### config.mk
export PLATFORM = sky130hd
export DESIGN_NAME = restoring_div_n_bit_flat
export DESIGN_NICKNAME = d
export VERILOG_FILES = /design/src/rtl/restoring_div_n_bit_pkg.sv /design/src/rtl/restoring_div_n_bit_if.sv /design/src/rtl/restoring_div_n_bit_full_sub.sv /design/src/rtl/restoring_div_n_bit.sv /design/src/flat_wrapper.sv
export SDC_FILE = /design/constraint.sdc
export NUM_CORES = 1
export LEC_CHECK = 0
export ABC_AREA = 1
export BUFFER_PORTS_ARGS = -buffer_cell sky130_fd_sc_hd__buf_2
export CAP_MARGIN = 20
export CORE_AREA = 2 2 63 89
export CTS_BUF_LIST = sky130_fd_sc_hd__clkbuf_4
export DETAILED_ROUTE_END_ITERATION = 8
export DIE_AREA = 0 0 65 91
export PLACE_DENSITY = 0.72
export SYNTH_ARGS = -nofsm -noshare
export SYNTH_HDL_FRONTEND = slang
export SYNTH_HIERARCHICAL = 1
export SYNTH_SLANG_ARGS = --single-unit
### constraint.sdc
create_clock -name clk -period 6.8 [get_ports clk]
set_input_delay 1.7 -clock clk [delete_from_list [all_inputs] [get_ports clk]]
set_output_delay 1.7 -clock clk [all_outputs]
set_load 0.05 [all_outputs]
### src/rtl/restoring_div_n_bit_pkg.sv
// Shared definitions for the restoring divider: FSM state encoding.
package restoring_div_n_bit_pkg;

  localparam logic [1:0] ENC_IDLE = 2'd0;
  localparam logic [1:0] ENC_RUN  = 2'd1;
  localparam logic [1:0] ENC_DONE = 2'd2;

  typedef enum logic [1:0] {
    IDLE = ENC_IDLE,
    RUN  = ENC_RUN,
    DONE = ENC_DONE
  } state_e;

endpackage

### src/rtl/restoring_div_n_bit_if.sv
// Start/done handshake bundle between a requester and the restoring divider.
interface restoring_div_n_bit_if #(parameter int N = 8);
  logic         start;
  logic [N-1:0] dividend;
  logic [N-1:0] divisor;
  logic         busy;
  logic         done;
  logic [N-1:0] quotient;
  logic [N-1:0] remainder;
  logic         div_by_zero;

  modport master (
    output start, dividend, divisor,
    input  busy, done, quotient, remainder, div_by_zero
  );

  modport slave (
    input  start, dividend, divisor,
    output busy, done, quotient, remainder, div_by_zero
  );
endinterface

### src/rtl/restoring_div_n_bit_full_sub.sv
// W-bit ripple subtractor: a + ~b + 1 through a chain of full adders.
module full_sub_n_bit #(
  parameter int W = 9
) (
  input  logic [W-1:0] a,
  input  logic [W-1:0] b,
  output logic [W-1:0] diff,
  output logic         borrow
);

  logic [W:0] carry;

  assign carry[0] = 1'b1;

  generate
    for (genvar gi = 0; gi < W; gi++) begin : g_bit
      logic b_inv;
      assign b_inv         = ~b[gi];
      assign diff[gi]      = a[gi] ^ b_inv ^ carry[gi];
      assign carry[gi + 1] = (a[gi] & b_inv) | (carry[gi] & (a[gi] ^ b_inv));
    end
  endgenerate

  // No carry out of the top bit means a < b.
  assign borrow = ~carry[W];

endmodule

### src/rtl/restoring_div_n_bit.sv
// Sequential N-bit unsigned restoring divider, one quotient bit per clock,
// behind a start/done handshake.
module restoring_div_n_bit
  import restoring_div_n_bit_pkg::*;
#(
  parameter int N = 8
) (
  input  logic                   clk,
  input  logic                   rst,
  restoring_div_n_bit_if.slave   bus
);

  localparam int CW = $clog2(N) + 1;

  state_e        state_q, state_d;
  logic [N-1:0]  r_q, r_d;
  logic [N-1:0]  q_q, q_d;
  logic [N-1:0]  d_q, d_d;
  logic [CW-1:0] cnt_q, cnt_d;
  logic [N-1:0]  quotient_q, quotient_d;
  logic [N-1:0]  remainder_q, remainder_d;
  logic          dbz_q, dbz_d;
  logic          done_q, done_d;

  logic [N:0]    r_shift;
  logic [N:0]    t_diff;
  logic          t_borrow;
  logic          t_neg;

  // The restored remainder is always below the divisor, so N bits hold it;
  // only the shifted partial remainder needs the extra bit.
  assign r_shift = {r_q, q_q[N-1]};

  full_sub_n_bit #(.W(N + 1)) u_sub (
    .a      (r_shift),
    .b      ({1'b0, d_q}),
    .diff   (t_diff),
    .borrow (t_borrow)
  );

  assign t_neg = t_diff[N] | t_borrow;

  always_comb begin
    state_d     = state_q;
    r_d         = r_q;
    q_d         = q_q;
    d_d         = d_q;
    cnt_d       = cnt_q;
    quotient_d  = quotient_q;
    remainder_d = remainder_q;
    dbz_d       = dbz_q;
    done_d      = 1'b0;

    case (state_q)
      RUN: begin
        if (t_neg) begin
          r_d = r_shift[N-1:0];
          q_d = {q_q[N-2:0], 1'b0};
        end else begin
          r_d = t_diff[N-1:0];
          q_d = {q_q[N-2:0], 1'b1};
        end
        cnt_d = cnt_q + 1'b1;
        if (cnt_q == CW'(N - 1)) begin
          state_d = DONE;
        end
      end
      DONE: begin
        done_d      = 1'b1;
        quotient_d  = q_q;
        remainder_d = r_q;
        dbz_d       = (d_q == '0);
        state_d     = IDLE;
      end
      default: ;
    endcase

    // Acceptance from IDLE or straight out of DONE for back-to-back issue.
    if ((state_q == IDLE || state_q == DONE) && bus.start) begin
      d_d   = bus.divisor;
      cnt_d = '0;
      if (state_q == IDLE) begin
        dbz_d = 1'b0;
      end
      if (bus.divisor == '0) begin
        q_d     = '1;
        r_d     = bus.dividend;
        state_d = DONE;
      end else begin
        q_d     = bus.dividend;
        r_d     = '0;
        state_d = RUN;
      end
    end
  end

  always_ff @(posedge clk) begin
    if (rst) begin
      state_q     <= IDLE;
      r_q         <= '0;
      q_q         <= '0;
      d_q         <= '0;
      cnt_q       <= '0;
      quotient_q  <= '0;
      remainder_q <= '0;
      dbz_q       <= 1'b0;
      done_q      <= 1'b0;
    end else begin
      state_q     <= state_d;
      r_q         <= r_d;
      q_q         <= q_d;
      d_q         <= d_d;
      cnt_q       <= cnt_d;
      quotient_q  <= quotient_d;
      remainder_q <= remainder_d;
      dbz_q       <= dbz_d;
      done_q      <= done_d;
    end
  end

  assign bus.busy        = (state_q == RUN);
  assign bus.done        = done_q;
  assign bus.quotient    = quotient_q;
  assign bus.remainder   = remainder_q;
  assign bus.div_by_zero = dbz_q;

endmodule

### src/flat_wrapper.sv
// flat-port wrapper written by rule: the top's interface ports become plain ports
module restoring_div_n_bit_flat import restoring_div_n_bit_pkg::*;
#(
  parameter int N = 8
)
  (clk, rst, bus_start, bus_dividend, bus_divisor, bus_busy, bus_done, bus_quotient, bus_remainder, bus_div_by_zero);
  restoring_div_n_bit_if #(.N(N)) bus_i ();
  input  logic clk;
  input  logic rst;
  input wire logic [$bits(bus_i.start)-1:0] bus_start;
  input wire logic [$bits(bus_i.dividend)-1:0] bus_dividend;
  input wire logic [$bits(bus_i.divisor)-1:0] bus_divisor;
  output wire logic [$bits(bus_i.busy)-1:0] bus_busy;
  output wire logic [$bits(bus_i.done)-1:0] bus_done;
  output wire logic [$bits(bus_i.quotient)-1:0] bus_quotient;
  output wire logic [$bits(bus_i.remainder)-1:0] bus_remainder;
  output wire logic [$bits(bus_i.div_by_zero)-1:0] bus_div_by_zero;
  assign bus_i.start = bus_start;
  assign bus_i.dividend = bus_dividend;
  assign bus_i.divisor = bus_divisor;
  assign bus_busy = bus_i.busy;
  assign bus_done = bus_i.done;
  assign bus_quotient = bus_i.quotient;
  assign bus_remainder = bus_i.remainder;
  assign bus_div_by_zero = bus_i.div_by_zero;
  restoring_div_n_bit #(.N(N)) u_core (.clk(clk), .rst(rst), .bus(bus_i));
endmodule
==> flow_summary.ini, run 1 <==
[run_status]
outcome = complete, no violations

[power]
internal_power_uw = 705
cellLeakagePower_nw = 1.29
swShare = 0.492
power_switching_uw = 682
power.share.sequential = 0.324
combinational_power_share = 0.553
ir_drop_uv = 268
power.density_cell_area_nw_per_um2 = 490
clkPwrFrac = 0.122
p_total_mw = 1.39

[global_routing]
grt_most_used_layer = met2
grt.met1_usage = 0.228
globalRouteMet3Util = 0.0421
overall_global_routing_usage = 0.194
grt_first_pass_wirelength_mm = 8.98
gr-total-overflow = 0
antenna_found_initial = 0
use_met2 = 0.330
grt_pass1_vias = 2016
maximum_number_of_pins_on_one_net_before_global_route_repair = 43

[synth]
avgSynthCellArea_um2 = 8.09
synth-main-ff-cell = sky130_fd_sc_hd__dfxtp_1
netlist.area_leader.share = 0.368
ys_ff_latch = 48
netlist.top_cell.by_area = sky130_fd_sc_hd__dfxtp_1
synth.yosys.seq_area_share = 0.368
synth_warnings = 6
syn_nets = 355
synth-edff-count = 0
yosys-top-cells-area = sky130_fd_sc_hd__dfxtp_1 37%, sky130_fd_sc_hd__o21ai_0 8.4%, sky130_fd_sc_hd__inv_1 7.5%
netlist-cell-type-count = 35
syn-cell-area_um2 = 2610
postSynthCellCount = 323
synth-async-reset-ratio = 0

[drt]
vias = 2120
drt_wl_total_mm = 5.25
remaining_drc_errors = 0
post_drt_wl_per_cell_um = 12.5
first_pass_iters = 4
drtAntennaViolNets = 0
route.detailed.vias_per_inst = 5.04
drt_iter0_markers = 61

[clock_tree]
postCtsHoldBufs = 0
cts_repair_resize_count = 0
tritoncts = built
cts-root-buf = sky130_fd_sc_hd__clkbuf_4
postCtsSetupBuffers = 0
clock_latency_on_the_worst_skew_pair_ns = 0.36
count_of_clock_tree_sinks = 48
clk_transition_reported_paths_ns = 0.13
clock_tree.buffer_depth = 2
clock_tree.htree_level_count = 2
cts_made_buffers = 5

[timing]
setup_violations = 0
tightest_slew_ns = 0.905
clock_skew_ns = 0.00521
layout_worst_path_cycle_share = 0.682
highest_clock_frequency_the_design_can_meet_mhz = 216
final_max_slew_viol_count = 0
finalSetupTns_ns = 0
max_slew_headroom = 0.396
hold_viol = 0
grt_setup_unrepaired = false
period_needed_ns = 4.64

[setup_path]
cpMaxStageDelayCell = sky130_fd_sc_hd__fa_1
critical_path.most_common_cell = sky130_fd_sc_hd__fa_1
crit_path_end_kind = flip-flop
worst_setup_path_start_kind = flip-flop
critPathBufInv = 4
worstSetupPathDepth = 17
crit_type = flip-flop to flip-flop
crit_family = adder cells
crit_path_max_fanout = 16
worst-endpoint-required_ns = 7.06
crit_path_cell_trace = inv_1, ha_1, inv_1, fa_1, inv_1, fa_1, fa_1, fa_1, fa_1, fa_1, fa_1, fa_1, inv_1, nor2_4, o21ai_0, o21ai_0, a21oi_2
arrival_ns = 4.90
slowest_delay_ns = 0.49
worstRegToRegCells = 17

[die]
dieArea_um2 = 5920
initial_core_utilization = 0.514
top_level_ports = 38
floorplan.die.height_um = 91
die_width_um = 65
row_count = 31
design.core.area_um2 = 5080

[place]
numPortBuffers = 37
dpl.cell_count = 413
place_hpwl_mm = 3.95
routabilityCongestion = 0.813

[run]
drv.max_cap_violation_count = 0

[layout]
insertedDiodeCount = 0
layout.cells.most_common_list = 52 x sky130_fd_sc_hd__inv_1, 48 x sky130_fd_sc_hd__dfxtp_1, 44 x sky130_fd_sc_hd__o21ai_0
final_common_cell = sky130_fd_sc_hd__inv_1
area_growth_syn_to_layout_pct = 8.33
post_route_cells_drive_above_1_share = 0.256
post_layout_nonfiller_instances = 421
nets = 386

[min_path]
min-delay-path-class = flip-flop to flip-flop
timing.hold.worst_path_depth = 2
==> metrics by stage <==
step / hold slack (ns) / instance area [µm²] / util / setup slack, ns
floorplan: 0.465 / 2610 / - / 2.45
finish: 0.509 / 2830 / 0.557 / 2.16
global route: 0.528 / 2830 / 0.557 / 1.90
detailed placement: 0.485 / 2750 / 0.541 / 2.24
global placement: 0.470 / 2750 / 0.541 / 2.37
CTS: 0.515 / 2830 / 0.557 / 2.22
==> state kept, by name (all words and copies together) (netlist names) <==
| name | cells |
|---|---|
| u_core/bus.div_by_zero | 1 |
| u_core/bus.quotient | 8 |
| u_core/bus.done | 1 |
| u_core/cnt_q | 4 |
| u_core/bus.remainder | 8 |
| u_core/d_q | 8 |
| u_core/state_q | 2 |
| u_core/r_q | 8 |
| u_core/q_q | 8 |
==> worst paths after layout <==
path,start,slack (ns),endpoint
setup / recovery,u_core/q_q[7],2.16,u_core/r_q[3]
hold / removal,u_core/bus.remainder[7],0.51,u_core/bus.remainder[7]
setup reg to reg,u_core/q_q[7],2.16,u_core/r_q[3]
hold reg to reg,u_core/bus.remainder[7],0.51,u_core/bus.remainder[7]
==> tightest hold or removal path: cells and delay by family (launching register included) <==
| family | cells | cell delay (ns) |
|---|---|---|
| and+or+nand+nor | 1 | 0.07 |
| DFF | 1 | 0.35 |
| AOI/OAI and AO/OA | 1 | 0.07 |
==> area by class of cell <==
type / instances / area (µm²)
multi-input combinational: 205 / 1300
inverter: 56 / 215
tap: 66 / 82.6
timing repair buffer: 38 / 193
clock inverter: 2 / 35.0
sequential: 48 / 961
clock buffer: 6 / 45.0
fill: 500 / 2250
==> kinds of logic (layout without fill, tap and decap cells) <==
logic type,after synthesis,after routing,synth area share
AND/OR/NAND/NOR,96,96,0.184
adder cells (fa/ha/maj),13,13,0.0852
flip-flops,48,48,0.368
buffers and inverters,70,102,0.135
other,1,1,0.00143
XOR/XNOR,1,1,0.00335
AO/OA/AOI/OAI,94,94,0.223
==> cells in the mapped netlist, types with 4 or more instances <==
cell type	instances
sky130_fd_sc_hd__inv_1	52
sky130_fd_sc_hd__dfxtp_1	48
sky130_fd_sc_hd__o21ai_0	44
sky130_fd_sc_hd__nand2_1	37
sky130_fd_sc_hd__nor2_1	29
sky130_fd_sc_hd__a21oi_1	19
sky130_fd_sc_hd__a21oi_2	15
sky130_fd_sc_hd__o21ai_2	14
sky130_fd_sc_hd__nand3_1	11
sky130_fd_sc_hd__fa_1	8
sky130_fd_sc_hd__ha_1	5
sky130_fd_sc_hd__or2_2	4
==> layer usage <==
| metal | vias to the layer above | wire (µm) |
|---|---|---|
| met5 | - | 0 |
| met4 | 0 | 146 |
| met3 | 11 | 167 |
| met2 | 37 | 2640 |
| met1 | 991 | 2290 |
| li1 | 1081 | - |
==> power groups by stage <==
stage | combinational (mW) | clock [mW] | sequential (mW)
2_1_floorplan | 0.577 | 0 | 0.566
3_3_place_gp | 0.746 | 0 | 0.454
3_5_place_dp | 0.767 | 0 | 0.458
4_1_cts | 0.770 | 0.174 | 0.451
5_1_grt | 0.863 | 0.184 | 0.466
6_report | 0.768 | 0.170 | 0.450
No activity file was read; power rests on OpenSTA's default activity.
==> run 2: changes to the inputs <==
Settings changed: ABC_AREA 1 to 0, CORE_AREA 2 2 63 89 to 2 2 61 86, DIE_AREA 0 0 65 91 to 0 0 63 88, PLACE_DENSITY 0.72 to 0.73.
Clock period 6.8 ns to 4.4 ns, I/O delays scaled along.
==> run 2 against run 1 <==
Net effect: the run now ends with negative setup slack left; maximum frequency is 4.4% higher; clock power up 21%; global-route usage fell by 0.40 points.
==> flow_summary.ini, run 2 <==
[run_status]
outcome = complete, but fails checks
failed_checks = negative setup slack

[clock_tree]
count_of_clock_tree_sinks = 48
cts-root-buf = sky130_fd_sc_hd__clkbuf_4
tritoncts = built
clock_tree.buffer_depth = 2
clock_latency_on_the_worst_skew_pair_ns = 0.37
clk_transition_reported_paths_ns = 0.15
cts_made_buffers = 5
clock_tree.htree_level_count = 2

[timing]
setup_violations = 5
finalSetupTns_ns = -0.0622
fin_hold_ws_ns = 0.500
hold_viol = 0
highest_clock_frequency_the_design_can_meet_mhz = 225
layout_worst_path_cycle_share = 1.01
clock_skew_ns = 0.0205
max_slew_headroom = 0.314
grt_setup_unrepaired = true
post-route-worst-setup-slack_ns = -0.0379
period_needed_ns = 4.44
tightest_slew_ns = 1.03
final_max_slew_viol_count = 0

[synth]
postSynthCellCount = 262
netlist-cell-type-count = 36
netlist.area_leader.share = 0.395
ys_ff_latch = 48
netlist.top_cell.by_area = sky130_fd_sc_hd__dfxtp_1
synth.yosys.seq_area_share = 0.395
synth-edff-count = 0
synth-main-ff-cell = sky130_fd_sc_hd__dfxtp_1
synth-async-reset-ratio = 0
syn-cell-area_um2 = 2430
yosys-top-cells-area = sky130_fd_sc_hd__dfxtp_1 40%, sky130_fd_sc_hd__mux2i_1 9.9%, sky130_fd_sc_hd__fa_1 6.6%
avgSynthCellArea_um2 = 9.27
syn_nets = 294
post_synth_most_frequent_cells = 48 x sky130_fd_sc_hd__dfxtp_1, 24 x sky130_fd_sc_hd__mux2i_1, 22 x sky130_fd_sc_hd__inv_1
synth_warnings = 6
synth.most_common_cell = sky130_fd_sc_hd__dfxtp_1

[setup_path]
crit_path_max_fanout = 8
cpMaxStageDelayCell = sky130_fd_sc_hd__fa_2
crit_path_end_kind = flip-flop
arrival_ns = 4.76
worst-endpoint-required_ns = 4.72
slowest_delay_ns = 0.57
critical_path.most_common_cell = sky130_fd_sc_hd__fa_2
crit_path_cell_trace = inv_2, ha_4, inv_2, fa_2, inv_2, fa_2, fa_2, fa_2, fa_2, fa_2, fa_2, fa_2, clkinv_4, or3b_4, a311oi_2, o32a_1
crit_type = flip-flop to flip-flop
worst_setup_path_start_kind = flip-flop

[die]
dieArea_um2 = 5540
die_width_um = 63
top_level_ports = 38
initial_core_utilization = 0.510
floorplan.die.height_um = 88
row_count = 30
design.core.area_um2 = 4770

[global_routing]
maximum_number_of_pins_on_one_net_before_global_route_repair = 57
antenna_found_initial = 0
grt_pass1_vias = 1769
overall_global_routing_usage = 0.190
gr-total-overflow = 0
grt_first_pass_wirelength_mm = 8.24

[drt]
drt_wl_total_mm = 5.23
first_pass_iters = 4
drt_iter0_markers = 90
drtAntennaViolNets = 0
route.detailed.vias_per_inst = 5.48
post_drt_wl_per_cell_um = 14.4
remaining_drc_errors = 0
vias = 1988

[layout]
nets = 330
area_growth_syn_to_layout_pct = 17.3
post_route_cells_drive_above_1_share = 0.294
fin_util = 0.598
insertedDiodeCount = 0
layout.cells.most_common_list = 47 x sky130_fd_sc_hd__dfxtp_1, 37 x sky130_fd_sc_hd__buf_2, 24 x sky130_fd_sc_hd__mux2i_1
finalInstanceArea_um2 = 2850
final_common_cell = sky130_fd_sc_hd__dfxtp_1

[power]
power.density_cell_area_nw_per_um2 = 475
clkPwrFrac = 0.152
combinational_power_share = 0.449
p_total_mw = 1.35
ir_drop_uv = 260
power.share.sequential = 0.399
power_switching_uw = 536
cellLeakagePower_nw = 1.11
swShare = 0.396
internal_power_uw = 817

[place]
numPortBuffers = 37
placedInstanceArea_um2 = 2670
place_hpwl_mm = 3.53
routabilityCongestion = 0.839

[run]
drv.max_cap_violation_count = 0

[min_path]
min-delay-path-class = flip-flop to flip-flop
run 2: cell count changes after synthesis, moves of 10 or more:
cell | before | now
sky130_fd_sc_hd__o21ai_0 | 44 | 10
sky130_fd_sc_hd__inv_1 | 52 | 22
sky130_fd_sc_hd__mux2i_1 | 0 | 24
sky130_fd_sc_hd__nand2_1 | 37 | 17
sky130_fd_sc_hd__a21oi_2 | 15 | 0
sky130_fd_sc_hd__nor2_1 | 29 | 16
sky130_fd_sc_hd__o21ai_2 | 14 | 1
sky130_fd_sc_hd__nand2b_1 | 0 | 11
sky130_fd_sc_hd__nand3_1 | 11 | 1
run 2: what timing repair did:
| item | CTS | global route |
|---|---|---|
| endpoints found under the setup margin | 8 | 9 |
| setup buffers | 2 | 2 |
| pin swaps | 7 | 6 |
| gates cloned | 0 | 1 |
| hold buffers | 0 | 0 |
| gates resized for setup | 11 | 21 |
run 2: final cells by class:
type | count | area, µm²
clock buffers | 5 | 37.5
clock inverters | 3 | 17.5
fillers | 456 | 1920
inverters | 22 | 87.6
multi-input cells | 172 | 1390
flip-flops and latches | 48 | 962
well taps | 64 | 80.1
repair buffers | 48 | 268
repair inverters | 1 | 5.00
run 2: cells by family (layout without fill, tap and decap cells):
group / count (synthesis) / in the layout / share of synthesized area
AOI/OAI and AO/OA: 57 / 57 / 0.164
other: 1 / 1 / 0.00154
xor gates and xnor gates: 3 / 3 / 0.0108
and+or+nand+nor: 74 / 74 / 0.166
buffers and inverters: 42 / 79 / 0.0711
muxes: 24 / 24 / 0.0989
DFF: 48 / 48 / 0.395
adders and majority gates: 13 / 13 / 0.0917
run 2: power by group through the flow:
stage,Sequential (mW),Combinational (mW),Clock (mW)
global placement,0.548,0.491,0
detailed placement,0.550,0.498,0
finish,0.540,0.607,0.206
global route,0.548,0.664,0.228
CTS,0.540,0.539,0.214
floorplan,0.580,0.360,0
run 2: path summary, 6_finish.rpt:
kind | from | endpoint | slack (ns) | cells past startpoint
hold / removal | u_core/d_q[1] | u_core/d_q[1] | 0.50 | 2
setup / recovery | u_core/q_q[7] | u_core/r_q[6] | -0.04 | 16
hold reg to reg | u_core/d_q[1] | u_core/d_q[1] | 0.50 | 2
setup reg to reg | u_core/q_q[7] | u_core/r_q[6] | -0.04 | 16
run 2: worst max-delay path, delay by kind of cell (launching register included):
family                   cells  cell delay, ns
adder cells (fa/ha/maj)      9            2.94
AO/OA/AOI/OAI                2            0.47
AND/OR/NAND/NOR              1            0.38
flip-flops                   1            0.36
buffers and inverters        4            0.22
run 2: routing by layer:
metal / GRT usage / part of all wire
met4: 0.0848 / 0.021
met1: 0.229 / 0.44
met3: 0.0398 / 0.031
met2: 0.327 / 0.51
met5: 0 / 0
run 2: stage by stage:
stage,std cells,setup slack [ns]
global route,363,-0.144
floorplan,262,0.00148
CTS,360,-0.0601
detailed placement,350,-0.257
finish,363,-0.0379
global placement,350,-0.204
